[config.mk]
export PLATFORM = sky130hd
export DESIGN_NAME = text_stream_writer
export DESIGN_NICKNAME = d
export VERILOG_FILES = /design/src/rtl/text_stream_writer.sv
export SDC_FILE = /design/constraint.sdc
export NUM_CORES = 1
export LEC_CHECK = 0
export ABC_AREA = 1
export CAP_MARGIN = 15
export CORE_ASPECT_RATIO = 1.75
export CORE_MARGIN = 4
export CORE_UTILIZATION = 44
export DETAILED_ROUTE_END_ITERATION = 8
export PLACE_DENSITY = 0.73
export SKIP_CTS_REPAIR_TIMING = 1
export SYNTH_ARGS = -nofsm -noshare
export SYNTH_HDL_FRONTEND = slang
export SYNTH_SLANG_ARGS = --single-unit
[constraint.sdc]
create_clock -name i_clk -period 2.1 [get_ports i_clk]
set_input_delay 0.42 -clock i_clk [delete_from_list [all_inputs] [get_ports i_clk]]
set_output_delay 0.42 -clock i_clk [all_outputs]
set_load 0.02 [all_outputs]
[src/rtl/text_stream_writer.sv]
// Character-stream writer for the VGA text-mode character RAM: places characters at the
// cursor, interprets LF/CR/BS/FF, and either stops at the end of screen or wraps and clears.
module text_stream_writer #(
    parameter int unsigned COLS      = 80,
    parameter int unsigned ROWS      = 30,
    parameter int unsigned COL_BITS  = 8,
    parameter int unsigned ROW_BITS  = 5,
    parameter int unsigned ADDR_W    = 16,
    parameter int unsigned DATA_W    = 9,
    parameter int unsigned WRAP_MODE = 0,
    parameter int unsigned FILL_CHAR = 32
) (
    input  logic                i_clk,
    input  logic                clean,
    input  logic                i_valid,
    input  logic [DATA_W-1:0]   i_char,
    output logic                o_ready,
    output logic [ADDR_W-1:0]   o_address,
    output logic [DATA_W-1:0]   o_data,
    output logic                o_we,
    output logic                o_full,
    output logic                o_busy,
    output logic [COL_BITS-1:0] o_col,
    output logic [ROW_BITS-1:0] o_row
);

    typedef enum logic [1:0] {
        S_READY,
        S_CLR_ROW,
        S_CLR_SCR,
        S_FULL
    } state_t;

    localparam logic [COL_BITS-1:0] LAST_COL = COL_BITS'(COLS - 1);
    localparam logic [ROW_BITS-1:0] LAST_ROW = ROW_BITS'(ROWS - 1);
    localparam logic [DATA_W-1:0]   FILL     = DATA_W'(FILL_CHAR);
    localparam logic [DATA_W-1:0]   CH_BS    = DATA_W'(8'h08);
    localparam logic [DATA_W-1:0]   CH_LF    = DATA_W'(8'h0A);
    localparam logic [DATA_W-1:0]   CH_FF    = DATA_W'(8'h0C);
    localparam logic [DATA_W-1:0]   CH_CR    = DATA_W'(8'h0D);

    state_t              state_q, state_d;
    logic [COL_BITS-1:0] col_q, col_d;
    logic [ROW_BITS-1:0] row_q, row_d;
    logic [COL_BITS-1:0] clr_col_q, clr_col_d;
    logic [ROW_BITS-1:0] clr_row_q, clr_row_d;
    logic                clr_last_q, clr_last_d;
    logic                we_q, we_d;
    logic [ADDR_W-1:0]   addr_q, addr_d;
    logic [DATA_W-1:0]   data_q, data_d;
    logic                full_q, full_d;
    logic                adv, adv_print, start_scr;

    function automatic logic [ADDR_W-1:0] cell_addr(input logic [ROW_BITS-1:0] r,
                                                    input logic [COL_BITS-1:0] c);
        logic [ADDR_W-1:0] a;
        a = '0;
        a[COL_BITS +: ROW_BITS] = r;
        a[COL_BITS-1:0]         = c;
        return a;
    endfunction

    always_comb begin
        state_d    = state_q;
        col_d      = col_q;
        row_d      = row_q;
        clr_col_d  = clr_col_q;
        clr_row_d  = clr_row_q;
        clr_last_d = clr_last_q;
        we_d       = 1'b0;
        addr_d     = addr_q;
        data_d     = data_q;
        full_d     = full_q;
        adv        = 1'b0;
        adv_print  = 1'b0;
        start_scr  = 1'b0;

        case (state_q)
            S_READY: begin
                if (i_valid) begin
                    if (i_char == CH_BS) begin
                        if (col_q != '0) begin
                            col_d  = col_q - 1'b1;
                            we_d   = 1'b1;
                            addr_d = cell_addr(row_q, col_q - 1'b1);
                            data_d = FILL;
                        end
                    end else if (i_char == CH_CR) begin
                        col_d = '0;
                    end else if (i_char == CH_LF) begin
                        adv = 1'b1;
                    end else if (i_char == CH_FF) begin
                        start_scr = 1'b1;
                    end else begin
                        we_d   = 1'b1;
                        addr_d = cell_addr(row_q, col_q);
                        data_d = i_char;
                        if (col_q != LAST_COL) begin
                            col_d = col_q + 1'b1;
                        end else begin
                            adv       = 1'b1;
                            adv_print = 1'b1;
                        end
                    end
                end
            end
            S_FULL: begin
                if (i_valid && (i_char == CH_FF)) begin
                    start_scr = 1'b1;
                end
            end
            default: begin
                // clr_last_q marks that the write just presented was the final cell
                if (clr_last_q) begin
                    state_d = S_READY;
                    if (state_q == S_CLR_SCR) begin
                        col_d  = '0;
                        row_d  = '0;
                        full_d = 1'b0;
                    end
                end else begin
                    we_d       = 1'b1;
                    addr_d     = cell_addr(clr_row_q, clr_col_q);
                    data_d     = FILL;
                    clr_last_d = (clr_col_q == LAST_COL) &&
                                 ((state_q == S_CLR_ROW) || (clr_row_q == LAST_ROW));
                    if (clr_col_q == LAST_COL) begin
                        clr_col_d = '0;
                        clr_row_d = clr_row_q + 1'b1;
                    end else begin
                        clr_col_d = clr_col_q + 1'b1;
                    end
                end
            end
        endcase

        if (adv) begin
            col_d = '0;
            if (row_q != LAST_ROW) begin
                row_d = row_q + 1'b1;
            end else if (WRAP_MODE == 0) begin
                state_d = S_FULL;
                full_d  = 1'b1;
                col_d   = adv_print ? LAST_COL : '0;
            end else begin
                // A wrapping printable owns the first CLR_ROW cycle with its own write,
                // so the fill then starts at column 0; LF issues the first fill itself.
                state_d   = S_CLR_ROW;
                row_d     = '0;
                clr_row_d = '0;
                if (adv_print) begin
                    clr_col_d  = '0;
                    clr_last_d = 1'b0;
                end else begin
                    we_d       = 1'b1;
                    addr_d     = cell_addr('0, '0);
                    data_d     = FILL;
                    clr_col_d  = (COLS > 1) ? COL_BITS'(1) : '0;
                    clr_last_d = (COLS == 1);
                end
            end
        end

        if (start_scr) begin
            state_d    = S_CLR_SCR;
            we_d       = 1'b1;
            addr_d     = cell_addr('0, '0);
            data_d     = FILL;
            clr_col_d  = (COLS > 1) ? COL_BITS'(1) : '0;
            clr_row_d  = (COLS > 1) ? '0 : ROW_BITS'(1);
            clr_last_d = (COLS * ROWS == 1);
        end
    end

    always_ff @(posedge i_clk) begin
        if (clean) begin
            state_q    <= S_READY;
            col_q      <= '0;
            row_q      <= '0;
            clr_col_q  <= '0;
            clr_row_q  <= '0;
            clr_last_q <= 1'b0;
            we_q       <= 1'b0;
            addr_q     <= '0;
            data_q     <= '0;
            full_q     <= 1'b0;
        end else begin
            state_q    <= state_d;
            col_q      <= col_d;
            row_q      <= row_d;
            clr_col_q  <= clr_col_d;
            clr_row_q  <= clr_row_d;
            clr_last_q <= clr_last_d;
            we_q       <= we_d;
            addr_q     <= addr_d;
            data_q     <= data_d;
            full_q     <= full_d;
        end
    end

    assign o_ready   = !clean && ((state_q == S_READY) || (state_q == S_FULL));
    assign o_busy    = (state_q == S_CLR_ROW) || (state_q == S_CLR_SCR);
    assign o_we      = we_q;
    assign o_address = addr_q;
    assign o_data    = data_q;
    assign o_full    = full_q;
    assign o_col     = col_q;
    assign o_row     = row_q;

endmodule
==> impl_results.md <==
* Largest net degree at the start of global routing at 26
* Finished Cell Area at 4600 µm²
* Hold Path End: o_full$_SDFF_PP0_
* #FFs+latches synth at 53
* Yosys top cell area share at 0.317
* Pre-CTS setup slack at -294 ps
* Hold crit path type: reg -> reg
* Multi-input logic area at roughly 2100 µm²
* PwrDens at 513 nW/µm²
* Vias at 3753
* Synthesized area at 3350 µm²
* Worst Path Max Fanout at 11
* Outcome: complete, no violations
* Worst Slack Setup Final at 27.7 ps
* Crit. End Element: register
* Port bufs at 50
* FF/Latch Area at 1070 µm²
* CP dominant cell by count: nor2_1
* Die H at 123 µm
* Relative slew margins at 0.668
* Drt via density at 5.24
* Max-cap violation count at 0
* CP required at roughly 2300 ps
* Top FF cell, synth: dfxtp_1
* Ant diodes at 0
* Area after DPL at 4280 µm²
* Peak VDD IR at just over 0.0008 V
* Switching power at between 0.6 and 0.7 mW
* Clock latency on the worst-skew pair at 300 ps
* Total power draw at 2.36 mW
* Clk_skew at 8.67 ps
* Reg2reg end: o_col[7]$_SDFFE_PP0P_
* Fin crit period at 2070 ps
* Root buf cell: clkbuf_16
* Clk slew on worst S/H paths at 70 ps
* RR Startpoint: o_col[0]$_SDFFE_PP0P_
* Drc violations at 0
* CP peak stage delay at 550 ps
* WL final at 11100 µm
* Initial Utilization at 0.457
* GRT overflow at 0
* Count of different cell masters after synthesis at 36
* Vias in the first global route at 3610
* Clock share of power at 0.342
* Synth Instances at roughly 520
* Worst EP arrival at approximately 2300 ps
* CP Cell Sequence: clkdlybuf4s50_1 > nand2_1 > inv_1 > nand2_1 > nor2_1 > nor2_1 > a21oi_1 > nand2_4 > nand2_4 > nor2_1 > nor2_1
* Sink Count at 53
* Initial antenna violation count at 0
* Leak Pwr at 2.14 nW
* Io pins at 54
* Synthesis-to-finish area growth at 37.2%
* H-Tree Depth at 2
* Cell taking the most area after synthesis: dfxtp_1
* Combinational Power Share at 0.205
* Switching Fraction at 0.285
* Core area at around 7300 µm²
* EDFF count, synth at 0
* CTS tree: built
* Synth cell count leaders: 138 x nand2_1, 78 x nor2_1, 53 x dfxtp_1, 49 x inv_1, 48 x nand3_1
* RePlAce Congestion at roughly 1
* Initial DRC count at 161
* Ranking of synthesized cells by area: dfxtp_1 32%, nand2_1 15%, nor2_1 8.7%
* DP Cell Count at approximately 700
* Row count at between 40 and 50
* Post-synthesis sequential area ratio at 0.317
* Fill cells at 684
* Period utilization at 0.987
* Fin. max-slew vios at 0
* Reg2Reg Depth at 11
* Int Pwr at 1.69 mW
* Detail Placement HPWL at 8540 µm
* Final setup viols at 0
* Nets at 653
* Non-Filler Instances at 716
* Worst-Margin Slew at approximately 490 ps
* Asr flop ratio synth at 0
* Avg Inst Size Synth at 6.41 µm²
* Layout cells sized above 1 at 0.183
* DR pass1 iterations at 4
* Final Hold Violating Endpoints at 0
* Worst hold slack at 465 ps
* Slowest CP cell: clkdlybuf4s50_1
* First-pass GRT wire length at 17000 µm
* Warning count from the yosys run at 0
* Min-delay src: o_full$_SDFF_PP0_
* WHS Path Cells at 2
* CP startpoint kind: input pin
* Max Fclk at 483 MHz
* CTS max path bufs at 2
* Flop pwr share at 0.453
* Die X at ~74 µm
* Routed Antenna Nets at 0
* Reg-to-reg slack, setup at 80 ps
* Kind of critical path: in -> reg
* TritonCTS buffer count at 5
* Top-count cell post-synth: nand2_1
* WL/cell at 15.5 µm
* Overall routing resource usage at 0.245
* Die Footprint at 9130 µm²
* RSZ-0062 raised after global routing: true
-- per-stage QoR --
stage | utilization | setup TNS [ps]
final | 0.627 | 0
after floorplan | - | 0
after global routing | 0.627 | -417
after CTS | 0.603 | -515
after global placement | 0.584 | -6960
after detailed placement | 0.584 | -9910
-- cells by family after synthesis --
group           synth area share
simple gates               0.398
fa+ha+maj                 0.0448
compound gates             0.112
other cells              0.00112
flops                      0.317
xor+xnor                  0.0261
buf+inv                    0.101
-- critical path: cells and delay by family --
kind                   cells  cell delay [ps]
AND/OR/NAND/NOR            8              930
AO/OA/AOI/OAI              1              280
buffers and inverters      2              630
-- power by group through the flow --
stage	Combinational, mW	Sequential, mW	Clock, mW
finish	0.484	1.07	0.807
global route	0.526	1.07	0.854
CTS	0.461	1.07	0.825
detailed placement	0.459	1.09	0
global placement	0.454	1.09	0
floorplan	0.216	1.12	0
-- cell type report --
class,instances,area share
clock buffer,6,0.0280
clock inverter,2,0.00218
inverter,57,0.0465
multi-input combinational,401,0.448
sequential,53,0.232
tap,86,0.0234
timing repair buffer,111,0.220
-- layer usage --
layer	wire (µm)	global-route usage
met5	0	0
met4	696	0.167
met3	316	0.0415
met2	5950	0.439
met1	4150	0.248
-- worst max-delay path by stage --
stage	end	depth (start not counted)	slack [ps]	startpoint
floorplan	o_col[0]$_SDFFE_PP0P_	11	80	o_col[0]$_SDFFE_PP0P_
global placement	o_address[2]$_SDFFE_PP0P_	11	-280	i_char[7]
detailed placement	o_col[3]$_SDFFE_PP0P_	11	-290	i_char[7]
CTS	o_ready	4	-240	state_q[1]$_SDFF_PP0_
global route	o_address[10]$_SDFFE_PP0P_	13	-40	i_char[3]
finish	o_col[7]$_SDFFE_PP0P_	11	30	i_char[3]
-- state kept, by name, summed over array words and instances (netlist names), 2 cells and up --
register and count:
o_address 13, state_q 2, o_data 9, clr_col_q 8
o_col 8, o_row 5, clr_row_q 5
-- cells in the final DEF, fill, tap and decap left out, types with 3 or more instances in the layout --
cell / count
o211ai_1: 3
buf_4: 58
inv_1: 48
conb_1: 3
nand3_1: 47
nand2_2: 8
nand2_1: 136
nor2_1: 69
nand4_1: 9
clkdlybuf4s50_1: 42
ha_1: 11
a21oi_1: 31
xor2_1: 8
dfxtp_1: 50
o21ai_0: 27
inv_2: 7
clkbuf_16: 5
nor2_4: 5
nor3_1: 9
dlymetal6s2s_1: 8
nor2_2: 9
nand2_4: 6
Power figures use the tool's default switching activity.
